`src/rtl/register_file.sv`:
```
// rtl/register_file.sv - multi-port register file with optional zero register, write bypass and written-register count
// Two combinational read ports, one synchronous write port; reset is synchronous and active-low.
module register_file #(
  parameter int DATA_WIDTH = 32,
  parameter int ADDR_WIDTH = 5,
  parameter int ZERO_REG   = 1,
  parameter int BYPASS     = 1
) (
  input  logic                  clk,
  input  logic                  reset,
  input  logic                  we,
  input  logic [ADDR_WIDTH-1:0] waddr,
  input  logic [DATA_WIDTH-1:0] wdata,
  input  logic [ADDR_WIDTH-1:0] raddr_a,
  input  logic [ADDR_WIDTH-1:0] raddr_b,
  output logic [DATA_WIDTH-1:0] rdata_a,
  output logic [DATA_WIDTH-1:0] rdata_b,
  output logic [ADDR_WIDTH:0]   wr_count
);

  localparam int DEPTH = 2 ** ADDR_WIDTH;
  localparam logic [ADDR_WIDTH:0] CNT_MAX =
    (ZERO_REG != 0) ? (ADDR_WIDTH+1)'(DEPTH - 1) : (ADDR_WIDTH+1)'(DEPTH);
  localparam logic [ADDR_WIDTH:0] CNT_ONE = (ADDR_WIDTH+1)'(1);

  logic [DATA_WIDTH-1:0] r_mem [DEPTH];
  logic [DEPTH-1:0]      r_written;
  logic [ADDR_WIDTH:0]   r_wr_count;

  logic w_waddr_zero;
  logic w_wr_accept;
  logic w_fwd_ok;

  assign w_waddr_zero = (ZERO_REG != 0) && (waddr == '0);
  assign w_wr_accept  = we && !w_waddr_zero;
  // Forwarding is only meaningful when the write will actually land at the edge.
  assign w_fwd_ok     = (BYPASS != 0) && reset && w_wr_accept;

  function automatic logic [DATA_WIDTH-1:0] f_read(input logic [ADDR_WIDTH-1:0] addr);
    if ((ZERO_REG != 0) && (addr == '0))
      return '0;
    else if (w_fwd_ok && (addr == waddr))
      return wdata;
    else
      return r_mem[addr];
  endfunction

  always_comb begin
    rdata_a = f_read(raddr_a);
    rdata_b = f_read(raddr_b);
  end

  assign wr_count = r_wr_count;

  always_ff @(posedge clk) begin
    if (!reset) begin
      for (int i = 0; i < DEPTH; i++)
        r_mem[i] <= '0;
      r_written  <= '0;
      r_wr_count <= '0;
    end else begin
      if (we)
        assert (!$isunknown({waddr, wdata}));
      if (w_wr_accept) begin
        r_mem[waddr] <= wdata;
        if (!r_written[waddr]) begin
          r_written[waddr] <= 1'b1;
          if (r_wr_count != CNT_MAX)
            r_wr_count <= r_wr_count + CNT_ONE;
        end
      end
    end
  end

endmodule

```
`config.mk`:
```
export PLATFORM = sky130hd
export DESIGN_NAME = register_file
export DESIGN_NICKNAME = d
export VERILOG_FILES = /design/src/rtl/register_file.sv
export SDC_FILE = /design/constraint.sdc
export NUM_CORES = 2
export LEC_CHECK = 0
export CAP_MARGIN = 20
export CORE_MARGIN = 10
export CORE_UTILIZATION = 25
export DETAILED_ROUTE_END_ITERATION = 10
export DONT_BUFFER_PORTS = 1
export PLACE_DENSITY_LB_ADDON = 0.05
export SYNTH_ARGS = -nofsm -noshare
export SYNTH_HDL_FRONTEND = slang
export SYNTH_SLANG_ARGS = --single-unit
```
`constraint.sdc`:
```
create_clock -name clk -period 15.31 [get_ports clk]
set_input_delay 3.8275 -clock clk [delete_from_list [all_inputs] [get_ports clk]]
set_output_delay 3.8275 -clock clk [all_outputs]
set_load 0.01 [all_outputs]
```
== Yosys cells after proc, flatten, opt, wreduce, memory -nomap -nowiden ==
Memory sizes are Yosys's and may differ from the RTL's.
Cells that the tools add are included.

* $add $sub $neg: 1
* Multiply operators: 0
* Divide/modulo/power cells: 0
* $lt $le $gt $ge: 2
* Eq/ne operators: 3
* Shift operators: 0
* Mux-type cells: 15
* Bitwise gates (word level): 2
* Reduce and logical (&&, ||, !) cells: 12

{| class="wikitable"
|+ Operators by type and width
! cell !! number
|-
| 2-to-1 mux 32 bit || 5
|-
| bitwise OR 32 bit || 1
|-
| OR reduction 32 bit || 1
|-
| zero test 5 bit || 3
|-
| equality test 5 bit || 2
|-
| 2-to-1 mux 1 bit || 7
|-
| adder 6 x 1 -> 6 bit (second input constant) || 1
|-
| < comparator 5 x 6 -> 1 bit (second input constant) || 1
|-
| inequality test 6 x 5 -> 1 bit (second input constant) || 1
|-
| binary-select mux 1 bit (select 5 bit) || 1
|-
| demux 1 bit (select 5 bit) || 1
|-
| greater-or-equal comparator 5 x 1 -> 1 bit (second input constant) || 1
|-
| logical AND 1 bit || 5
|-
| 2-to-1 mux 5 bit || 1
|-
| AND reduction 3 bit || 1
|-
| AND reduction 2 bit || 1
|-
| zero test 1 bit || 1
|-
| NOT 1 bit || 1
|}

* Register bits: 38
* Latch bits: 0
* Memory bits (writable): 1024
* Memory bits (read-only): 0
* Bits of input ports: 50
* Output and inout port bits: 70
* Word-level logic and storage cells: 38
* Memories: 1

{| class="wikitable"
|+ Memories
! memory !! depth !! width !! rd ports !! clocked after memory_dff !! write ports !! RTL line !! text
|-
| r_mem || 32 || 32 || 2 || 0 || 32 || 26 || <nowiki>logic [DATA_WIDTH-1:0] r_mem [DEPTH];</nowiki>
|}

== Logic depth before layout (Yosys ltp) ==
* Depth in word-level cells: 8
* Gate-level depth with buffers: 10

== Least setup slack after synthesis ==
No wires, ideal clock.

* Path type: input-to-output
* Start point: input port raddr_a[0]
* End point: output port rdata_a[30]
* Arrival: 5.463 ns
* Data required time: 11.483 ns
* Slack: 6.020 ns
* Cell stages on the path: 8
* Path buffers: 3
* Cells stage by stage: buf_2 -> buf_2 -> buf_2 -> mux4_2 -> a22oi_1 -> a21boi_0 -> o21ai_0 -> o31ai_1

* Longest elaborated chain between the ends: 4
* Elaborated cells between the ends (all ways): 6

{| class="wikitable"
|+ Ends and longest elaborated chain
! what !! RTL line !! text
|-
| from (decl) || 14 || <nowiki>input logic [ADDR_WIDTH-1:0] raddr_a,</nowiki>
|-
| branches (longest 3 deep; another with memory (32 x 32 bit)) || n/a ||
|-
| 2-to-1 mux 32 bit (*) || 40 || <nowiki>if ((ZERO_REG != 0) && (addr == '0))</nowiki>
|-
| to (decl) || 16 || <nowiki>output logic [DATA_WIDTH-1:0] rdata_a,</nowiki>
|}

Mark *: on every way between the ends.

== Worst setup path after layout ==
* Start point: input port raddr_a[2]
* End point: output port rdata_a[16]

Same word-level chain as after synthesis.

==> results.toml <==
[outcome]
outcome = "finished, final reports clean"

[pwr]
netSwitchingPower_mw = 1.88
p_comb_frac = 0.107
sequentialPowerShare = 0.467
swShare = 0.258
p_int_mw = 5.42
irDropWorstVdd_mv = 0.102
power_density_nw_per_um2 = 114
power.leakage_nw = 21.0
clkPwrFrac = 0.426

[placement]
place.gp.congestion = 0.788
hpwlAfterDp_mm = 148
io_buffer_count = 0
pre_cts_ws_ns = 4.69

[min_path]
hp-class = "reg -> reg"
hp-start = "r_written[1]$_SDFFE_PN0P_"

[floorplan]
fp.dieW_um = 495
die_area_um2 = 245000
core_area_um2 = 225000
start_util = 0.251
io_pins = 120
fp-row-count = 174
dieHeight_um = 495

[setup_path]
cp-end-kind = "primary output"
cp.arrival_ns = 6.88
path_class = "in -> out"
crit_start = "raddr_a[2]"
start_kind = "input port"
cp_max_fo = 42
crit_required_ns = 11.48
timing.rr.start = "r_written[11]$_SDFFE_PN0P_"

[global_routing]
grt_max_degree = 322
grt_usage = 0.203
antenna_found_initial = 26
grt_pass1_wl_mm = 343
grt_pass1_vias = 35300
grt-ovfl-total = 0

[clocking]
cts_htree_levels = 4
clock_latency_ns = 0.78
post-cts-setup-buffer-count = 0
cts-hold-fix-buffers = 0
post_cts_resized = 0
cts_tree = "yes"
clk_pin_slew_ns = 0.05
cts_root_buf = "clkbuf_16"
numCtsBuffers = 139
cts.sinks = 1061
clockBufferDepth = 3

[route]
drt_iter0_drc = 3480
totalWireLength_mm = 254
drt_pass1_iterations = 5
num_vias = 35200
wl_per_cell_um = 37.0
drc = 0
ant_nets = 0
via_per_inst = 5.12

[timing]
tightest_slew_ns = 1.39
slew_headroom = 0.0746
finalHoldViolations = 0
finalSetupTns_ns = 0
period_share = 0.699
rsz0062_at_grt = "false"
clock.fmax_mhz = 93.4
skew_ns = 0.0156
period_needed_ns = 10.71
worst_slack_ns = 4.60
setup_violations = 0
slew_violations = 0

[cells_and_area]
nFillCells = 22400
final_nets = 3829
drive_gt1_frac = 0.218
syn_to_final_growth_pct = 13.2

[synth]
synthArstFlopShare = 0
synth-edff-count = 1024
synth_ff_type = "edfxtp_1"
syn_inst = 3947
yosysWarningCount = 0
ys_seq_area_frac = 0.558
synth.avg_cell_area_um2 = 14.3
syn_area_um2 = 56500
synth.distinct_cells = 60
ys_seq_elements = 1061

[flow_run]
maxCapViolations = 0
## logic make-up (layout without fill, tap and decap cells)
kind of cell | count (synthesis) | after routing | share of synthesized area
AND/OR/NAND/NOR | 1285 | 1285 | 0.133
flip-flops | 1061 | 1061 | 0.558
multiplexers | 649 | 649 | 0.204
AO/OA/AOI/OAI | 490 | 490 | 0.0668
buffers and inverters | 450 | 349 | 0.0364
XOR/XNOR | 10 | 10 | 0.00155
adder cells (fa/ha/maj) | 1 | 1 | 0.000222
other | 1 | 41 | 0.0000664
## routing by layer
metal	GRT usage	wire length [um]	vias up
met4	0.0514	6270	2
met2	0.323	118000	980
met3	0.0285	11600	238
li1	-	-	15000
met5	0	13	-
met1	0.292	118000	19000
## worst max-delay path, stage by stage
cell and delay [ns]:
nand2b_4 0.40, buf_4 0.69, o22a_1 0.21, o211ai_1 0.27, o311a_1 0.25, nor3_1 0.82, buf_4 0.29
## final timing paths
kind	end	slack [ns]	depth (start not counted)
max	rdata_a[16]	4.60	7
min	r_written[1]$_SDFFE_PN0P_	0.45	2
max reg2reg	wr_count[0]$_SDFFE_PN0P_	13.17	5
min reg2reg	r_written[1]$_SDFFE_PN0P_	0.45	2
## state kept, by name (all words and copies together), names as in the netlist
signal     cells
wr_count       6
r_written     31
r_mem       1024
## metrics by stage
step / utilization / power [mW] / hold slack (ns) / area [um^2] / instances
global route: 0.284 / 7.54 / 0.487 / 63900 / 6871
detailed placement: 0.266 / 4.25 / 0.451 / 59800 / 6629
CTS: 0.284 / 7.41 / 0.458 / 63900 / 6869
finish: 0.284 / 7.31 / 0.453 / 63900 / 6878
global placement: 0.266 / 4.26 / 0.447 / 59800 / 6629
floorplan: - / 3.98 / 0.432 / 56600 / 3978
## power by group through the flow
stage          combinational (mW)  sequential (mW)  clock, mW
2_1_floorplan               0.524             3.45          0
3_3_place_gp                0.788             3.47          0
3_5_place_dp                0.781             3.47          0
4_1_cts                     0.782             3.41       3.22
5_1_grt                     0.799             3.43       3.31
6_report                    0.780             3.41       3.11
## cell usage in the layout, fill, tap and decap left out, types with 31 or more instances in the layout
cell type / count
edfxtp_1: 1024
and2_1: 964
mux4_2: 391
mux2i_1: 197
clkbuf_16: 143
nor2_1: 126
buf_4: 106
nor3_1: 96
o22ai_1: 95
o211ai_1: 64
a221oi_1: 63
mux2_2: 58
clkbuf_1: 47
a22oi_1: 40
dfxtp_1: 37
o21ai_0: 33
o22a_1: 32
conb_1: 32
o221a_2: 31
o21ai_4: 31
nor2_4: 31
## Yosys cell counts (all sizes together), types with 2 or more instances
master / number / area share
or3b: 2 / 0.00031
o21ai: 64 / 0.0057
or2: 2 / 0.00022
dfxtp: 37 / 0.013
and3b: 4 / 0.00062
mux2i: 197 / 0.035
a221oi: 63 / 0.0098
o22ai: 95 / 0.011
buf: 129 / 0.015
a41oi: 24 / 0.0037
a211oi: 2 / 0.00027
nand2b: 8 / 0.00089
and2: 964 / 0.11
xnor2: 4 / 0.00062
inv: 2 / 0.00013
a22oi: 40 / 0.0053
o221ai: 29 / 0.0045
nand4: 6 / 0.00066
mux4: 394 / 0.16
nand3: 6 / 0.00053
nor3b: 8 / 0.0012
xor2: 6 / 0.00093
o311a: 29 / 0.0051
nand2: 13 / 0.00086
o211a: 2 / 0.00035
a31oi: 8 / 0.00089
nor2b: 4 / 0.00044
a21oi: 2 / 0.00018
nor3: 98 / 0.0088
mux2: 58 / 0.012
o211ai: 64 / 0.0085
edfxtp: 1024 / 0.54
and3: 6 / 0.00075
clkbuf: 318 / 0.021
o22a: 32 / 0.0050
nand3b: 4 / 0.00053
nor2: 158 / 0.011
o221a: 31 / 0.0062
## area by class of cell
type,instances,area (um^2),area share
well taps,2992,3740,0.0586
clock inverters,47,332,0.00519
flip-flops and latches,1061,31500,0.493
inverters,3,12.5,0.000196
repair buffers,106,796,0.0125
multi-input cells,2467,23700,0.371
diodes,9,22.5,0.000352
clock buffers,193,3800,0.0594
(Power assumes the default switching activity.)
